==> config.mk <==
export PLATFORM = sky130hd
export DESIGN_NAME = sdhci_cmd_ctrl
export DESIGN_NICKNAME = d
export VERILOG_FILES = /design/src/rtl/sdhci_pkg.sv /design/src/rtl/sdhci_crc7.sv /design/src/rtl/sdhci_cmd_ctrl.sv
export SDC_FILE = /design/constraint.sdc
export NUM_CORES = 1
export LEC_CHECK = 0
export CAP_MARGIN = 10
export CORE_UTILIZATION = 56
export CTS_BUF_LIST = sky130_fd_sc_hd__clkbuf_16
export DETAILED_ROUTE_END_ITERATION = 7
export GPL_ROUTABILITY_DRIVEN = 1
export PLACE_DENSITY = 0.85
export SYNTH_ARGS = -nofsm -noshare
export SYNTH_HDL_FRONTEND = slang
export SYNTH_SLANG_ARGS = --single-unit
==> constraint.sdc <==
create_clock -name clk_i -period 13.51 [get_ports clk_i]
set_input_delay 2.702 -clock clk_i [delete_from_list [all_inputs] [get_ports clk_i]]
set_output_delay 2.702 -clock clk_i [all_outputs]
set_load 0.02 [all_outputs]
==> src/rtl/sdhci_pkg.sv <==
// ============================================================================
// Module : sdhci_pkg
// Brief  : Shared types and constants for the SD CMD line controller.
// Rev    : 1.0  initial release
// ============================================================================
`default_nettype none

package sdhci_pkg;

  typedef enum logic [1:0] {
    RSP_NONE      = 2'd0,
    RSP_R48       = 2'd1,
    RSP_R48_NOCRC = 2'd2,
    RSP_R136      = 2'd3
  } rsp_type_e;

  localparam int c_CMD_FRAME_LEN  = 48;
  localparam int c_R136_FRAME_LEN = 136;
  // Leading bits of a 48-bit frame that the CRC7 covers.
  localparam int c_CRC_BITS       = 40;
  // x^7 + x^3 + 1, x^7 implied by the shift-out.
  localparam logic [6:0] c_CRC7_POLY = 7'h09;

endpackage

`default_nettype wire

==> src/rtl/sdhci_crc7.sv <==
// ============================================================================
// Module : sdhci_crc7
// Brief  : Serial CRC7 generator, MSB-first, with synchronous clear.
// Rev    : 1.0  initial release
// ============================================================================
`default_nettype none

module sdhci_crc7
  import sdhci_pkg::*;
(
  input  logic       clk_i,
  input  logic       rst_i,
  input  logic       clear_i,
  input  logic       en_i,
  input  logic       bit_i,
  output logic [6:0] crc_o
);

  logic [6:0] crc_q, crc_d;
  logic       w_fb;

  assign w_fb  = bit_i ^ crc_q[6];
  assign crc_o = crc_q;

  always_comb begin
    crc_d = crc_q;
    if (clear_i) begin
      crc_d = '0;
    end else if (en_i) begin
      crc_d = {crc_q[5:0], 1'b0} ^ (w_fb ? c_CRC7_POLY : 7'd0);
    end
  end

  always_ff @(posedge clk_i or posedge rst_i) begin
    if (rst_i) begin
      crc_q <= '0;
    end else begin
      crc_q <= crc_d;
    end
  end

endmodule

`default_nettype wire

==> src/rtl/sdhci_cmd_ctrl.sv <==
// ============================================================================
// Module : sdhci_cmd_ctrl
// Brief  : SD CMD line sequencer - frame transmit, response wait/receive/check.
// Rev    : 1.0  initial release
// ============================================================================
`default_nettype none

module sdhci_cmd_ctrl
  import sdhci_pkg::*;
#(
  parameter int TIMEOUT_TICKS = 64,
  parameter int NCC_TICKS     = 8
) (
  input  logic         clk_i,
  input  logic         rst_i,
  input  logic         sd_tick_i,
  input  logic         abort_i,
  input  logic         req_valid_i,
  output logic         req_ready_o,
  input  logic [5:0]   req_index_i,
  input  logic [31:0]  req_arg_i,
  input  logic [1:0]   req_rsp_type_i,
  output logic         rsp_valid_o,
  output logic [135:0] rsp_data_o,
  output logic         rsp_timeout_o,
  output logic         rsp_crc_err_o,
  output logic         rsp_index_err_o,
  output logic         rsp_end_err_o,
  output logic         cmd_en_o,
  output logic         cmd_o,
  input  logic         cmd_i
);

  localparam logic [2:0] c_ST_IDLE = 3'd0;
  localparam logic [2:0] c_ST_SEND = 3'd1;
  localparam logic [2:0] c_ST_WAIT = 3'd2;
  localparam logic [2:0] c_ST_RECV = 3'd3;
  localparam logic [2:0] c_ST_NCC  = 3'd4;
  localparam int         c_CW      = 16;

  logic [2:0]      state_q, state_d;
  logic [7:0]      bit_cnt_q, bit_cnt_d;
  logic [c_CW-1:0] tick_cnt_q, tick_cnt_d;
  logic [39:0]     tx_q, tx_d;
  logic [135:0]    rx_q, rx_d;
  logic [5:0]      idx_q, idx_d;
  rsp_type_e       type_q, type_d;
  logic            cmd_en_q, cmd_en_d, cmd_q, cmd_d, valid_q, valid_d;
  logic            tout_q, tout_d, crc_err_q, crc_err_d;
  logic            idx_err_q, idx_err_d, end_err_q, end_err_d;

  logic            w_accept, w_tx_bit, w_last;
  logic            w_crc_clr, w_crc_en, w_crc_bit;
  logic [6:0]      w_crc;
  logic [135:0]    w_rx_shift;

  assign req_ready_o     = (state_q == c_ST_IDLE);
  assign w_accept        = req_ready_o && req_valid_i && !abort_i;
  assign w_rx_shift      = {rx_q[134:0], cmd_i};
  assign w_last          = (type_q == RSP_R136) ? (bit_cnt_q == 8'(c_R136_FRAME_LEN - 1))
                                                : (bit_cnt_q == 8'(c_CMD_FRAME_LEN - 1));
  assign rsp_valid_o     = valid_q;
  assign rsp_data_o      = rx_q;
  assign rsp_timeout_o   = tout_q;
  assign rsp_crc_err_o   = crc_err_q;
  assign rsp_index_err_o = idx_err_q;
  assign rsp_end_err_o   = end_err_q;
  assign cmd_en_o        = cmd_en_q;
  assign cmd_o           = cmd_q;

  // Payload bits come from the shifter, then the CRC, then the end bit.
  always_comb begin
    w_tx_bit = 1'b1;
    if (bit_cnt_q < 8'(c_CRC_BITS)) begin
      w_tx_bit = tx_q[39];
    end else if (bit_cnt_q < 8'(c_CMD_FRAME_LEN - 1)) begin
      w_tx_bit = w_crc[3'(8'(c_CMD_FRAME_LEN - 2) - bit_cnt_q)];
    end
  end

  // R48 CRC covers the start bit onward; R136 skips the 8-bit header.
  always_comb begin
    w_crc_clr = w_accept;
    w_crc_en  = 1'b0;
    w_crc_bit = cmd_i;
    if (sd_tick_i && !abort_i) begin
      case (state_q)
        c_ST_SEND: begin
          w_crc_bit = tx_q[39];
          w_crc_en  = (bit_cnt_q < 8'(c_CRC_BITS));
          w_crc_clr = (bit_cnt_q == 8'(c_CMD_FRAME_LEN));
        end
        c_ST_WAIT: w_crc_en = !cmd_i && (type_q != RSP_R136);
        c_ST_RECV: w_crc_en = (type_q == RSP_R136)
                            ? ((bit_cnt_q >= 8'd8) && (bit_cnt_q < 8'(c_R136_FRAME_LEN - 8)))
                            : (bit_cnt_q < 8'(c_CRC_BITS));
        default:   w_crc_en = 1'b0;
      endcase
    end
  end

  sdhci_crc7 u_crc7 (
    .clk_i   (clk_i),
    .rst_i   (rst_i),
    .clear_i (w_crc_clr),
    .en_i    (w_crc_en),
    .bit_i   (w_crc_bit),
    .crc_o   (w_crc)
  );

  always_comb begin
    state_d    = state_q;
    bit_cnt_d  = bit_cnt_q;
    tick_cnt_d = tick_cnt_q;
    tx_d       = tx_q;
    rx_d       = rx_q;
    idx_d      = idx_q;
    type_d     = type_q;
    cmd_en_d   = cmd_en_q;
    cmd_d      = cmd_q;
    valid_d    = 1'b0;
    tout_d     = tout_q;
    crc_err_d  = crc_err_q;
    idx_err_d  = idx_err_q;
    end_err_d  = end_err_q;
    if (abort_i) begin
      state_d    = c_ST_IDLE;
      bit_cnt_d  = '0;
      tick_cnt_d = '0;
      cmd_en_d   = 1'b0;
      cmd_d      = 1'b1;
    end else if (w_accept) begin
      state_d    = c_ST_SEND;
      bit_cnt_d  = '0;
      tick_cnt_d = '0;
      tx_d       = {2'b01, req_index_i, req_arg_i};
      idx_d      = req_index_i;
      type_d     = rsp_type_e'(req_rsp_type_i);
      rx_d       = '0;
      tout_d     = 1'b0;
      crc_err_d  = 1'b0;
      idx_err_d  = 1'b0;
      end_err_d  = 1'b0;
    end else if (sd_tick_i) begin
      case (state_q)
        c_ST_SEND: begin
          if (bit_cnt_q == 8'(c_CMD_FRAME_LEN)) begin
            cmd_en_d   = 1'b0;
            cmd_d      = 1'b1;
            bit_cnt_d  = '0;
            tick_cnt_d = '0;
            if (type_q == RSP_NONE) begin
              state_d = c_ST_NCC;
              valid_d = 1'b1;
            end else begin
              state_d = c_ST_WAIT;
            end
          end else begin
            cmd_en_d  = 1'b1;
            cmd_d     = w_tx_bit;
            bit_cnt_d = bit_cnt_q + 8'd1;
            tx_d      = {tx_q[38:0], 1'b0};
          end
        end
        c_ST_WAIT: begin
          if (!cmd_i) begin
            rx_d      = w_rx_shift;
            bit_cnt_d = 8'd1;
            state_d   = c_ST_RECV;
          end else if (tick_cnt_q == c_CW'(TIMEOUT_TICKS - 1)) begin
            tout_d     = 1'b1;
            tick_cnt_d = '0;
            state_d    = c_ST_NCC;
            valid_d    = 1'b1;
          end else begin
            tick_cnt_d = tick_cnt_q + 1'b1;
          end
        end
        c_ST_RECV: begin
          rx_d      = w_rx_shift;
          bit_cnt_d = bit_cnt_q + 8'd1;
          if (w_last) begin
            end_err_d  = !cmd_i;
            crc_err_d  = (type_q != RSP_R48_NOCRC) && (w_crc != w_rx_shift[7:1]);
            idx_err_d  = (type_q == RSP_R48) && (w_rx_shift[45:40] != idx_q);
            bit_cnt_d  = '0;
            tick_cnt_d = '0;
            state_d    = c_ST_NCC;
            valid_d    = 1'b1;
          end
        end
        c_ST_NCC: begin
          if (tick_cnt_q == c_CW'(NCC_TICKS - 1)) begin
            tick_cnt_d = '0;
            state_d    = c_ST_IDLE;
          end else begin
            tick_cnt_d = tick_cnt_q + 1'b1;
          end
        end
        default: state_d = c_ST_IDLE;
      endcase
    end
  end

  always_ff @(posedge clk_i or posedge rst_i) begin
    if (rst_i) begin
      state_q    <= c_ST_IDLE;
      bit_cnt_q  <= '0;
      tick_cnt_q <= '0;
      tx_q       <= '0;
      rx_q       <= '0;
      idx_q      <= '0;
      type_q     <= RSP_NONE;
      cmd_en_q   <= 1'b0;
      cmd_q      <= 1'b1;
      valid_q    <= 1'b0;
      tout_q     <= 1'b0;
      crc_err_q  <= 1'b0;
      idx_err_q  <= 1'b0;
      end_err_q  <= 1'b0;
    end else begin
      state_q    <= state_d;
      bit_cnt_q  <= bit_cnt_d;
      tick_cnt_q <= tick_cnt_d;
      tx_q       <= tx_d;
      rx_q       <= rx_d;
      idx_q      <= idx_d;
      type_q     <= type_d;
      cmd_en_q   <= cmd_en_d;
      cmd_q      <= cmd_d;
      valid_q    <= valid_d;
      tout_q     <= tout_d;
      crc_err_q  <= crc_err_d;
      idx_err_q  <= idx_err_d;
      end_err_q  <= end_err_d;
    end
  end

endmodule

`default_nettype wire

## Word-level counts from Yosys, hierarchy flattened

Cells that the tools add are included.

| word-level totals | value |
|---|---|
| flip-flop bits (word level) | 225 |
| output and inout port bits | 144 |
| bits of input ports | 46 |
| word-level logic and storage cells | 169 |

| operators by class | value |
|---|---|
| bitwise logic cells | 3 |
| magnitude comparators | 5 |
| reduce and logical (&&, ||, !) cells | 34 |
| add/subtract/negate cells | 3 |
| muxes and demuxes | 85 |
| equal/unequal tests | 24 |

Operators with widths:

| cell | count |
|---|---|
| $mux 136 | 3 |
| $pmux 136 s2 | 1 |
| $mux 40 | 4 |
| $mux 16 | 8 |
| $pmux 16 s4 | 1 |
| $mux 8 | 6 |
| $mux 1 | 45 |
| $mux 3 | 9 |
| $pmux 8 s3 | 1 |
| $ne 4x4->1 const B | 5 |
| $reduce_bool 2->1 | 10 |
| $add 16x1->16 const B | 1 |
| $eq 16x3->1 const B | 1 |
| $eq 16x6->1 const B | 1 |
| $eq 8x6->1 const B | 2 |
| $lt 8x6->1 const B | 2 |
| $reduce_and 5->1 | 3 |
| $mux 7 | 2 |
| $pmux 3 s4 | 1 |
| $reduce_and 4->1 | 3 |
| $add 8x1->8 const B | 1 |
| $eq 8x8->1 const B | 1 |
| $ge 8x4->1 const B | 1 |
| $lt 8x8->1 const B | 1 |
| other kinds (27) | 41 |

## Longest topological paths before layout

| logic depth | value |
|---|---|
| depth after elaboration | 10 |
| mapped depth | 9 |
| depth with buffers taken out | 8 |

## Hierarchy

Synthesis repeated with hierarchy kept, for this count alone.

| second synthesis, totals | value |
|---|---|
| cells, all modules | 1094 |
| area, all modules | 10025.9 um2 |

Modules (own cells, without submodules):

| module | area an instance (um2) | times used | cells each | seq. area each (um2) |
|---|---|---|---|---|
| sdhci_cmd_ctrl | 9714.3 | 1 | 1065 | 5456.5 |
| sdhci_crc7 | 311.5 | 1 | 29 | 175.2 |

## Worst setup path after synthesis

No wires, ideal clock.

| path | value |
|---|---|
| kind | in2reg |
| start point | input req_valid_i |
| end point | register tick_cnt_q[15] |
| cell stages on the path | 7 |
| path slack | 9.339 ns |
| path buffers | 1 |
| library setup time | 0.074 ns |
| arrival time | 4.097 ns |
| required time | 13.436 ns |
| cell sequence | nor4b_2 or2_1 buf_2 a32o_1 nor2_2 or4_4 a21oi_2 |

| on the way | value |
|---|---|
| longest elaborated chain between the ends | 4 |
| elaborated cells on any way between the ends | 10 |
| classes of those cells | 3 x eq/ne; 2 x mux; 5 x reduce/logical |

Ends and longest elaborated chain:

| item | line | source |
|---|---|---|
| start: declaration | sdhci_cmd_ctrl.sv:18 | `input logic req_valid_i,` |
| $logic_and 1x1->1 (*) (2 in a row) | sdhci_cmd_ctrl.sv:58 | `assign w_accept = req_ready_o && req_valid_i && !abort_i;` |
| $ne 4x4->1 (no line), or another cell as far along | n/a |  |
| $reduce_and 5->1 (no line) or $mux 16 (tied branches) | n/a |  |
| end signal: assignment | sdhci_cmd_ctrl.sv:224 | `tick_cnt_q <= tick_cnt_d;` |
| end: declaration | sdhci_cmd_ctrl.sv:43 | `logic [c_CW-1:0] tick_cnt_q, tick_cnt_d;` |

Mark *: on every way between the ends. The rest lies on a longest branch, timed or not.
A chain may end at the register's enable or synchronous reset.

## Final worst setup path

| path | value |
|---|---|
| start point | input abort_i |
| end point | register rx_q[131], in the netlist rsp_data_o[131] |

| on the way | value |
|---|---|
| longest elaborated chain between the ends | 4 |
| elaborated cells on any way between the ends | 8 |
| classes of those cells | 1 x eq/ne; 1 x mux; 1 x bitwise; 5 x reduce/logical |

Ends and longest elaborated chain:

| item | line | source |
|---|---|---|
| start: declaration | sdhci_cmd_ctrl.sv:17 | `input logic abort_i,` |
| $logic_not 1->1 | sdhci_cmd_ctrl.sv:58 |  |
| $logic_and 1x1->1 | sdhci_cmd_ctrl.sv:58 |  |
| $ne 3x3->1 (no line), or another cell as far along | n/a |  |
| $reduce_and 4->1 (no line) | n/a |  |
| end signal: assignment | sdhci_cmd_ctrl.sv:226 | `rx_q <= rx_d;` |
| end: declaration | sdhci_cmd_ctrl.sv:45 | `logic [135:0] rx_q, rx_d;` |

Several ways; a longest one is shown, not always the timed one.

==> results.tsv <==
stage	metric	value	unit
timing	RSZ-0062 raised after global routing	false	
routing	Post-DRT Antenna Nets	0	
timing	Max Slew Vio Count	0	
synth	Primary FF master, synth	dfrtp_1	
timing	Final Hold Viols	0	
layout	Final #Nets	1319	
min_path	hold path endpoint	tx_q[18]	
worst_setup_path	worst flop-to-flop path endpoint	rsp_data_o[131]	
synth	number of distinct library cells after synthesis	66	
global_routing	initial antenna violation count	0	
min_path	HP Class	reg2reg	
floorplan	Row Count	48	
timing	Final min period	5.67	ns
pwr	LEAKAGE	5.57	nW
placement	placed instance area	12000	µm²
synth	Syn Area/Cell	9.01	µm²
synth	Mapped Cells	1119	
synth	synth top area cells	dfrtp_1, nand2_1, a21oi_1	
routing	DRT iter0 DRCs	686	
global_routing	vias in the first global route	8135	
min_path	worst hold stages	2	
pwr	maximum VDD drop	0.116	mV
placement	post-DP HPWL	15.8	mm
layout	Diodes inserted	0	
outcome	status	completed	
worst_setup_path	Worst setup SP type	input pin	
clock_tree	post-CTS sizing	0	
synth	post-synth top area share	55.6	%
routing	DRC	0	
synth	register area share after synthesis	55.9	%
timing	Final Skew	0.0112	ns
floorplan	full die area	18500	µm²
timing	max_slew headroom	26.0	%
synth	Post-synth top cells	nand2_1, dfrtp_1, a21oi_1, clkbuf_1	
worst_setup_path	CP arrival	6.08	ns
clock_tree	CTS H-Tree Depth	1	
worst_setup_path	cells on worst reg2reg path	7	
floorplan	I/O pin total	190	
synth	top cell type by total area after synthesis	dfrtp_1	
layout	Final Instance Area	12900	µm²
placement	port bufs	189	
floorplan	Die W	136	µm
placement	routability cong.	0.858	
global_routing	largest net degree at the start of global routing	141	
worst_setup_path	Critical Path RT	13.92	ns
floorplan	Placeable Area	17400	µm²
synth	Synth Cell Area	10100	µm²
clock_tree	Root Buffer	clkbuf_16	
worst_setup_path	Worst Setup End Kind	register	
clock_tree	CTS Hold Bufs	0	
layout	Final Util	74.0	%
clock_tree	clock tree sinks	225	
floorplan	initial core utilization	57.9	%
routing	vias per cell	5.72	
worst_setup_path	r2r startpoint	state_q[1]	
worst_setup_path	WS Path Type	in2reg	
layout	P&R area growth vs syn	27.9	%
routing	Initial DRT Pass Iterations	4	
layout	share of cells above drive strength 1	5.21	%
synth	ys async rst share	100	%
floorplan	Chip Height	136	µm
timing	Fmax	0.176	GHz
worst_setup_path	reg-to-reg slack, setup	10.01	ns
timing	setup TNS	0	ns
routing	Post-Route WL	25.2	mm
clock_tree	clk buf depth	3	
worst_setup_path	Worst Path Max Fanout	86	
clock_tree	TritonCTS buffer count	24	
worst_setup_path	Critical path origin	abort_i	
pwr	P per Cell Area	141	nW/µm²
synth	number of synthesized flops with an enable pin	0	
timing	setup-violating endpoint count in the final report	0	
timing	Slew @ Worst Pin	1.11	ns
clock_tree	Worst-Skew Late Latency	0.51	ns
min_path	Hold Path Origin	tx_q[18]	
global_routing	All-Layer GR Usage	27.4	%
global_routing	global-route wire length before repair	40.7	mm
routing	via count	8637	
synth	Seq cells post-synth	225	
routing	wire length per cell	16.7	µm
synth	Syn Nets	1169	
synth	synth warn	0	
synth	most common cell in the netlist	nand2_1	
timing	final period utilization	41.9	%
global_routing	grt ovf	0	
clock_tree	setup repair bufs after CTS	0	
job	max-cap violations	0	
clock_tree	CTS clk-pin slew, worst paths	0.06	ns
clock_tree	CTS tree	yes	
-- cell families after synthesis --
family / synth area share [%]
muxes: 1.83
buffers and inverters: 3.54
AOI/OAI and AO/OA: 14.5
xor gates and xnor gates: 1.65
and+or+nand+nor: 22.1
adders and majority gates: 0.497
DFF: 55.9
-- registers in the layout, indices dropped and copies added, names as in the netlist, 2 cells and up --
name and cells:
tx_q 40, type_q 2, idx_q 6, u_crc7.crc_o 7, bit_cnt_q 8, tick_cnt_q 16
state_q 3, rsp_data_o 136
-- power breakdown --
group / switching [mW] / internal (mW)
Combinational: 0.184 / 0.102
Sequential: 0.0643 / 0.751
Clock: 0.268 / 0.449
Total: 0.517 / 1.30
-- worst max path at each step --
stage                                  to  cells after the start
after global routing      rsp_data_o[131]                      7
after detailed placement   rsp_data_o[15]                      7
final                     rsp_data_o[131]                      7
after CTS                 rsp_data_o[131]                      7
after global placement     rsp_data_o[39]                      7
after floorplan              bit_cnt_q[0]                      1
-- critical path: stages --
cell and delay, ns:
clkdlybuf4s50_1 0.65, nor2b_1 0.48, nand2_1 0.18, nor2_4 0.86, buf_4 0.80, nand2_1 0.13, a21oi_1 0.21
-- routing by layer --
metal  wire [µm]  track usage [%]  vias to the layer above
met4         558             7.96                        0
met5           0                0                        -
met2       12300             43.9                      278
met3        1790             6.75                       49
met1       10600             37.2                     4249
li1            -                -                     4061
-- final cells by class --
cell class | instances | area (µm²)
multi-input cells | 811 | 4120
repair buffers | 196 | 1940
clock inverters | 17 | 236
flip-flops and latches | 225 | 5630
fillers | 1236 | 4520
inverters | 11 | 48.8
clock buffers | 25 | 626
well taps | 225 | 282
-- cell usage in the layout (no fill, tap or decap), drive strengths merged, types with 6 or more instances in the layout --
| master | count |
|---|---|
| inv | 13 |
| nor2b | 6 |
| buf | 7 |
| o31ai | 6 |
| nor2 | 33 |
| a21oi | 152 |
| nand3 | 19 |
| o21ai | 27 |
| clkbuf | 25 |
| nor4 | 8 |
| xor2 | 14 |
| o211ai | 6 |
| and3 | 7 |
| clkdlybuf4s50 | 189 |
| nand2 | 399 |
| dfrtp | 224 |
| a31oi | 7 |
| mux2i | 15 |
| bufinv | 6 |
| clkinv | 7 |
| a22oi | 31 |
| nor3 | 14 |
-- per-stage QoR --
stage / power (mW) / worst slack, ns / instances / hold slack [ns]
2_1_floorplan: 1.02 / 4.65 / 1119 / 0.446
5_1_grt: 1.90 / 7.61 / 1510 / 0.498
4_1_cts: 1.83 / 7.88 / 1510 / 0.481
6_report: 1.82 / 7.84 / 1510 / 0.480
3_5_place_dp: 1.11 / 7.38 / 1468 / 0.462
3_3_place_gp: 1.10 / 7.45 / 1468 / 0.457
Power figures use the tool's default switching activity.
